File: src/rtl/pattern_run_counter_if.sv
// Bundle of stream, configuration and result signals for pattern_run_counter.
//   master : drives bit_valid, bit_in, max_tick, pattern, overlap_en;
//            observes count, result, result_valid, result_sat
//   slave  : the counter side (inputs/outputs reversed)
interface pattern_run_counter_if #(
  parameter int PAT_W = 4,
  parameter int CNT_W = 17
);
  logic             bit_valid;
  logic             bit_in;
  logic             max_tick;
  logic [PAT_W-1:0] pattern;
  logic             overlap_en;
  logic [CNT_W-1:0] count;
  logic [CNT_W-1:0] result;
  logic             result_valid;
  logic             result_sat;

  modport master (
    output bit_valid, bit_in, max_tick, pattern, overlap_en,
    input  count, result, result_valid, result_sat
  );

  modport slave (
    input  bit_valid, bit_in, max_tick, pattern, overlap_en,
    output count, result, result_valid, result_sat
  );
endinterface

File: src/rtl/pattern_run_counter.sv
// pattern_run_counter
//   Counts occurrences of a programmable PAT_W-bit pattern in a qualified serial
//   bit stream, per measurement window. max_tick closes a window: the window's
//   count (including a match on the closing cycle's bit) is latched into result
//   with a one-cycle result_valid pulse. Overlapping or non-overlapping matching,
//   saturating count with a sticky saturation flag.
// Ports
//   clk    : single clock, rising edge
//   reset  : synchronous, active-high
//   bus    : slave side of pattern_run_counter_if
//            in : bit_valid, bit_in, max_tick, pattern[PAT_W-1:0] (MSB oldest),
//                 overlap_en
//            out: count, result, result_valid, result_sat (all registered)
module pattern_run_counter #(
  parameter int PAT_W = 4,
  parameter int CNT_W = 17
) (
  input logic                   clk,
  input logic                   reset,
  pattern_run_counter_if.slave  bus
);

  localparam int FILL_W = $clog2(PAT_W + 1);

  logic [PAT_W-1:0]  r_hist;
  logic [FILL_W-1:0] r_fill;
  logic [PAT_W-1:0]  r_pat;
  logic              r_ovl;
  logic              r_sat;
  logic [CNT_W-1:0]  r_count;
  logic [CNT_W-1:0]  r_result;
  logic              r_result_valid;
  logic              r_result_sat;

  logic [PAT_W-1:0]  w_window;
  logic [PAT_W-1:0]  w_bit_eq;
  logic              w_match;
  logic              w_count_full;
  logic [CNT_W-1:0]  w_count_inc;
  logic              w_sat_now;

  // Candidate window: stored history plus the bit arriving this cycle.
  assign w_window = {r_hist[PAT_W-2:0], bus.bit_in};

  genvar gi;
  generate
    for (gi = 0; gi < PAT_W; gi++) begin : g_bit_cmp
      assign w_bit_eq[gi] = ~(w_window[gi] ^ r_pat[gi]);
    end
  endgenerate

  // History must hold PAT_W-1 valid bits before the incoming bit completes a match.
  assign w_match      = bus.bit_valid && (r_fill >= FILL_W'(PAT_W - 1)) && (&w_bit_eq);
  assign w_count_full = &r_count;
  assign w_count_inc  = (w_match && !w_count_full) ? r_count + 1'b1 : r_count;
  assign w_sat_now    = w_match && w_count_full;

  always_ff @(posedge clk) begin
    if (reset) begin
      r_hist         <= '0;
      r_fill         <= '0;
      r_sat          <= 1'b0;
      r_count        <= '0;
      r_result       <= '0;
      r_result_valid <= 1'b0;
      r_result_sat   <= 1'b0;
      r_pat          <= bus.pattern;
      r_ovl          <= bus.overlap_en;
    end else if (bus.max_tick) begin
      // Closing cycle: this cycle's bit still counts, then everything restarts
      // so no match can straddle two windows.
      r_result       <= w_count_inc;
      r_result_sat   <= r_sat | w_sat_now;
      r_result_valid <= 1'b1;
      r_hist         <= '0;
      r_fill         <= '0;
      r_sat          <= 1'b0;
      r_count        <= '0;
      r_pat          <= bus.pattern;
      r_ovl          <= bus.overlap_en;
    end else begin
      r_result_valid <= 1'b0;
      r_count        <= w_count_inc;
      if (w_sat_now) begin
        r_sat <= 1'b1;
      end
      if (bus.bit_valid) begin
        r_hist <= w_window;
        // Non-overlapping mode demands PAT_W fresh bits after each match.
        if (w_match && !r_ovl) begin
          r_fill <= '0;
        end else if (r_fill < FILL_W'(PAT_W)) begin
          r_fill <= r_fill + 1'b1;
        end
      end
    end
  end

  assign bus.count        = r_count;
  assign bus.result       = r_result;
  assign bus.result_valid = r_result_valid;
  assign bus.result_sat   = r_result_sat;

endmodule

File: src/flat_wrapper.sv
// flat-port wrapper written by rule: the top's interface ports become plain ports
module pattern_run_counter_flat 
#(
  parameter int PAT_W = 4,
  parameter int CNT_W = 17
)
  (clk, reset, bus_bit_valid, bus_bit_in, bus_max_tick, bus_pattern, bus_overlap_en, bus_count, bus_result, bus_result_valid, bus_result_sat);
  pattern_run_counter_if #(.PAT_W(PAT_W), .CNT_W(CNT_W)) bus_i ();
  input logic clk;
  input logic reset;
  input wire logic [$bits(bus_i.bit_valid)-1:0] bus_bit_valid;
  input wire logic [$bits(bus_i.bit_in)-1:0] bus_bit_in;
  input wire logic [$bits(bus_i.max_tick)-1:0] bus_max_tick;
  input wire logic [$bits(bus_i.pattern)-1:0] bus_pattern;
  input wire logic [$bits(bus_i.overlap_en)-1:0] bus_overlap_en;
  output wire logic [$bits(bus_i.count)-1:0] bus_count;
  output wire logic [$bits(bus_i.result)-1:0] bus_result;
  output wire logic [$bits(bus_i.result_valid)-1:0] bus_result_valid;
  output wire logic [$bits(bus_i.result_sat)-1:0] bus_result_sat;
  assign bus_i.bit_valid = bus_bit_valid;
  assign bus_i.bit_in = bus_bit_in;
  assign bus_i.max_tick = bus_max_tick;
  assign bus_i.pattern = bus_pattern;
  assign bus_i.overlap_en = bus_overlap_en;
  assign bus_count = bus_i.count;
  assign bus_result = bus_i.result;
  assign bus_result_valid = bus_i.result_valid;
  assign bus_result_sat = bus_i.result_sat;
  pattern_run_counter #(.PAT_W(PAT_W), .CNT_W(CNT_W)) u_core (.clk(clk), .reset(reset), .bus(bus_i));
endmodule
File: config.mk
export PLATFORM = sky130hd
export DESIGN_NAME = pattern_run_counter_flat
export DESIGN_NICKNAME = d
export VERILOG_FILES = /design/src/rtl/pattern_run_counter_if.sv /design/src/rtl/pattern_run_counter.sv /design/src/flat_wrapper.sv
export SDC_FILE = /design/constraint.sdc
export NUM_CORES = 1
export LEC_CHECK = 0
export ABC_AREA = 1
export BUFFER_PORTS_ARGS = -buffer_cell sky130_fd_sc_hd__buf_2
export CAP_MARGIN = 40
export CELL_PAD_IN_SITES_DETAIL_PLACEMENT = 0
export CELL_PAD_IN_SITES_GLOBAL_PLACEMENT = 1
export CORE_ASPECT_RATIO = 0.75
export CORE_MARGIN = 4
export CORE_UTILIZATION = 36
export CTS_BUF_LIST = sky130_fd_sc_hd__clkbuf_4
export CTS_CLUSTER_SIZE = 24
export DETAILED_ROUTE_END_ITERATION = 12
export PLACE_DENSITY_LB_ADDON = 0.1
export SLEW_MARGIN = 25
export SYNTH_ARGS = -nofsm -noshare
export SYNTH_HDL_FRONTEND = slang
export SYNTH_SLANG_ARGS = --single-unit
File: constraint.sdc
create_clock -name clk -period 2.4 [get_ports clk]
set_clock_uncertainty 0.2 [all_clocks]
set_input_delay 0 -clock clk [delete_from_list [all_inputs] [get_ports clk]]
set_output_delay 0 -clock clk [all_outputs]
set_load 0.03 [all_outputs]
After elaboration in Yosys (flattened, before gate mapping)
Index checks and enable logic that the tools add are counted.
W data, S select, Z words.
- logic and storage cells: 43
- bits of input ports: 10
- output and inout port bits: 36
- register bits: 48
- mux-type cells: 8
- bitwise logic cells: 9
- add/subtract/negate cells: 2
- order comparisons: 2
- reductions and logical operators: 13
- operator list (kind ; count):
    $add A17 B1 Y17 const B ; 1
    $mux W17 ; 1
    $reduce_and A17 Y1 ; 1
    $mux W4 ; 2
    $mux W3 ; 2
    $logic_and A1 B1 Y1 ; 5
    $not A1 Y1 ; 4
    $reduce_and A4 Y1 ; 1
    $reduce_bool A2 Y1 ; 2
    $xor A1 B1 Y1 ; 4
    $add A3 B1 Y3 const B ; 1
    $ge A3 B2 Y1 const B ; 1
    $lt A3 B3 Y1 const B ; 1
    $mux W1 ; 3
    $logic_not A1 Y1 ; 2
    $reduce_and A2 Y1 ; 1
    $reduce_or A2 Y1 ; 1
    $or A1 B1 Y1 ; 1

Logic depth before layout (Yosys ltp)
- depth in word-level cells: 7
- mapped depth: 13
- gate-level depth less buffers: 12

Worst setup path after synthesis
OpenSTA, ideal clock, no wires.
- path kind: register to register
- start point: register u_core.r_count[0], in the netlist u_core.bus.count[0]
- end point: register u_core.r_result[0], in the netlist u_core.bus.result[0]
- setup slack: -0.284 ns
- path buffers: 1
- data required time: 2.087 ns
- period minus slack after synthesis: 2.684 ns
- setup time: 0.113 ns
- cell stages (with the launch flop): 13
- data arrival time: 2.371 ns
- path through: dfxtp_1 -> ha_1 -> nand2_1 -> nor2_1 -> nand4_1 -> nor4_1 -> ha_1 -> inv_1 -> nand4_4 -> buf_2 -> nand2_1 -> nand3_1 -> nand2_1
- word-level cells in the longest chain between the ends: 4
- elaborated cells on any way between the ends: 5
- classes of those cells: add/sub: 1; mux: 1; reduce/logical: 3
- ends and longest elaborated chain (what ; line ; RTL):
    from (decl) ; pattern_run_counter.sv:30 ; logic [CNT_W-1:0] r_count;
    from (signal assigned) ; pattern_run_counter.sv:83 ; r_count <= w_count_inc;
    branches (longest 3 deep; another with $add A17 B1 Y17) ; -- ;
    $mux W17 * ; pattern_run_counter.sv:55 ; assign w_count_inc = (w_match && !w_count_full) ? r_count + 1'b1 : r_count;
    to (signal assigned) ; pattern_run_counter.sv:72 ; r_result <= w_count_inc;
    to (decl) ; pattern_run_counter.sv:31 ; logic [CNT_W-1:0] r_result;
Every way passes the cells marked *.
A chain may end at the register's enable or synchronous reset.

Worst setup path after layout
- start point: input port bus_max_tick
- end point: register u_core.r_hist[0]
- word-level cells in the longest chain between the ends: 1
- ends and longest elaborated chain (what ; line ; RTL):
    from (decl) ; flat_wrapper.sv:13 ; input wire logic [$bits(bus_i.max_tick)-1:0] bus_max_tick;
    $reduce_or A2 Y1 (no source line) ; -- ;
    to (signal assigned) ; pattern_run_counter.sv:88 ; r_hist <= w_window;
    to (decl) ; pattern_run_counter.sv:25 ; logic [PAT_W-1:0] r_hist;
No other way between the ends.

==> impl_results.md <==
* Slew at the pin closest to its max-slew limit at 0.402 ns
* Unrepaired setup endpoints after global routing: no
* Final setup fails at 0
* Die W at 101 um
* Type of destination of the critical path: flop
* Slew Limit Fails at 0
* CP arrival at 2.39 ns
* Post-CTS Setup Inserts at 0
* Cells after synthesis at 325
* Slew HR at 73.2%
* Worst IR drop on VDD at 0.203 mV
* Critical path class: input pin to flop
* Post-route DRC at 0
* Ant diodes at 0
* CP Data Required Time at 2.52 ns
* Share of cells above drive strength 1 at 22.7%
* Combinational Power Share at 7.4%
* Clock network power share at 34.1%
* CTS clk-pin slew, worst paths at 0.14 ns
* CTS H-tree depth at 2
* Library cells used by synthesis at 24
* IO Port Bufs at 45
* Clock tree buffer depth at 2
* Pre-CTS setup slack at 0.157 ns
* Clock root cell: clkbuf_4
* Highest net fanout along the worst path at 22
* Mapped cell area at 0.00233 mm2
* Initial Utilization at 37.1%
* Seq/Total Area, Yosys at 43.4%
* Net count, final at 410
* FILL cells at 665
* First-pass GRT wire length at 10400 um
* Core Region at 0.00629 mm2
* GPL Wtd Cong at 0.748
* Worst setup margin at 0.131 ns
* Vias at 2206
* Switching Fraction at 24.0%
* Int Pwr at 1.08 mW
* Vias in the first global route at 2152
* Yosys reg bits at 48
* NetSw at 0.339 mW
* Routed WL at 6190 um
* Drt wl/cell at 12.9 um
* Die Area at 0.00784 mm2
* Initial antenna violation count at 0
* P&R area growth vs syn at 27.5%
* Routed Antenna Nets at 0
* Vias per std cell at 4.62
* Ys Warns at 0
* DRT Pass-1 Iters at 4
* CTS sink cnt at 48
* Run status: completed
* Fmax at 0.441 GHz
* Setup tns final at 0 ns
* Final Hold Fails at 0
* Min Tclk post-route at 2.27 ns
* Leak pwr at 1.44 nW
* Die Y at 77.7 um
* Final period util at 94.5%
* Flop pwr share at 58.5%
* Syn_nets at 339
* Num ports at 46
* CP startpoint kind: input pin
* All-layer global routing usage at 16.8%
* GRT overflow at 0
* Skew-Pair Late Insertion Delay at 0.37 ns
* Worst min path class: input pin to flop
* CTS buffer count at 5
* Hpwl dp at 4200 um
* Pin count of the biggest net entering global routing at 23
* Max Cap Viol at 0
* CTS tree: built
* 1st-iter DRT viols at 83
* Post-Syn Area per Cell at 7.17 um2
* Site row count at 25
* PwrDens at 476 mW/mm2
state kept, by name, summed over array words and instances (netlist names):
register                 flops
u_core.bus.count            17
u_core.bus.result           17
u_core.r_pat                 4
u_core.r_fill                3
u_core.r_hist                3
u_core.bus.result_sat        1
u_core.bus.result_valid      1
u_core.r_ovl                 1
u_core.r_sat                 1
synthesized netlist by cell type:
master    instances  area share (%)
nand2_1         140              23
clkbuf_1          4            0.64
nand3_1          11             2.4
nand2_4           1            0.48
buf_2             2            0.43
dfxtp_1          43              37
nor4_1            2            0.54
nand2_2           9             2.4
nor2_8            3             2.6
nand3_4           1            0.75
a21oi_1          19             4.1
ha_1              4             2.1
buf_4             1            0.32
nor2_2            1            0.27
edfxtp_1          5             6.4
xnor2_1           2            0.75
xor2_1            6             2.3
inv_2             2            0.32
o21ai_0           5             1.1
nand4_1           8             2.1
inv_1            27             4.4
nand4_4           1            0.91
nor2_1           27             4.4
buf_12            1            0.86
kinds of logic (layout without fill, tap and decap cells):
group	after synthesis	after routing	synth area share (%)
buffers and inverters	37	108	6.93
DFF	48	48	43.4
xor gates and xnor gates	8	8	3.01
adders and majority gates	4	4	2.15
AOI/OAI and AO/OA	24	24	5.16
and+or+nand+nor	204	205	39.4
metal layers:
metal,vias to the layer above,global-route usage [%],part of all wire (%)
met3,7,3.95,5.3
met4,0,4.38,1.1
met5,-,0,0
met1,994,24.0,51
li1,1161,-,-
met2,44,25.3,43
path summary, 6_finish.rpt:
kind	start	to	slack, ns	cells past startpoint
hold / removal	bus_overlap_en	u_core.r_ovl$_DFFE_PP_	0.13	2
setup / recovery	bus_max_tick	u_core.r_hist[0]$_SDFFE_PP0P_	0.13	8
hold reg to reg	u_core.bus.result[14]$_SDFFE_PP0P_	u_core.bus.result[14]$_SDFFE_PP0P_	0.26	2
setup reg to reg	u_core.bus.count[0]$_SDFF_PP0_	u_core.bus.result[1]$_SDFFE_PP0P_	0.27	11
power by group through the flow:
stage | registers [mW] | logic (mW) | clock network [mW]
floorplan | 0.846 | 0.0560 | 0
global placement | 0.845 | 0.0806 | 0
detailed placement | 0.845 | 0.0868 | 0
CTS | 0.828 | 0.101 | 0.500
global route | 0.830 | 0.116 | 0.534
finish | 0.828 | 0.105 | 0.482
placed cells by master, fill, tap and decap left out, drive strengths merged, types with 6 or more instances in the layout:
cell type and instances:
nand4 10, nor2 31, nand3 12, inv 29, dfxtp 43, dlygate4sd3 12, xor2 6, buf 59
nand2 150, a21oi 19
area by class of cell:
| type | instances | area (um2) | share of cell area, % |
|---|---|---|---|
| Timing Repair Buffer | 71 | 474 | 16.0 |
| Clock buffer | 5 | 37.5 | 1.26 |
| Sequential cell | 48 | 1020 | 34.3 |
| Multi-Input combinational cell | 241 | 1190 | 40.1 |
| Tap cell | 81 | 101 | 3.41 |
| Clock inverter | 3 | 37.5 | 1.26 |
| Inverter | 29 | 109 | 3.66 |
critical path, cell delays in order:
cell,delay (ns)
dlygate4sd3_1,0.53
buf_2,0.13
nor2_1,0.08
dlygate4sd3_1,0.61
buf_6,0.24
o21ai_0,0.12
a21oi_1,0.12
dlygate4sd3_1,0.55
timing repair:
item | 4_1_cts | 5_1_grt
hold endpoints to repair | 35 | 0
gates resized for setup | 0 | 3
setup endpoints to repair | 0 | 36
hold buffers | 12 | 0
through the flow:
stage               hold slack, ns  instances  power (mW)  util, %  cell area (um2)
floorplan                   -0.101        325       0.902        -             2340
global placement           -0.0232        456       0.926     43.2             2720
finish                       0.134        478        1.41     47.2             2970
global route                 0.132        478        1.48     47.2             2970
detailed placement         -0.0208        457       0.932     43.6             2740
CTS                          0.124        477        1.43     46.7             2940
Power figures use the tool's default switching activity.
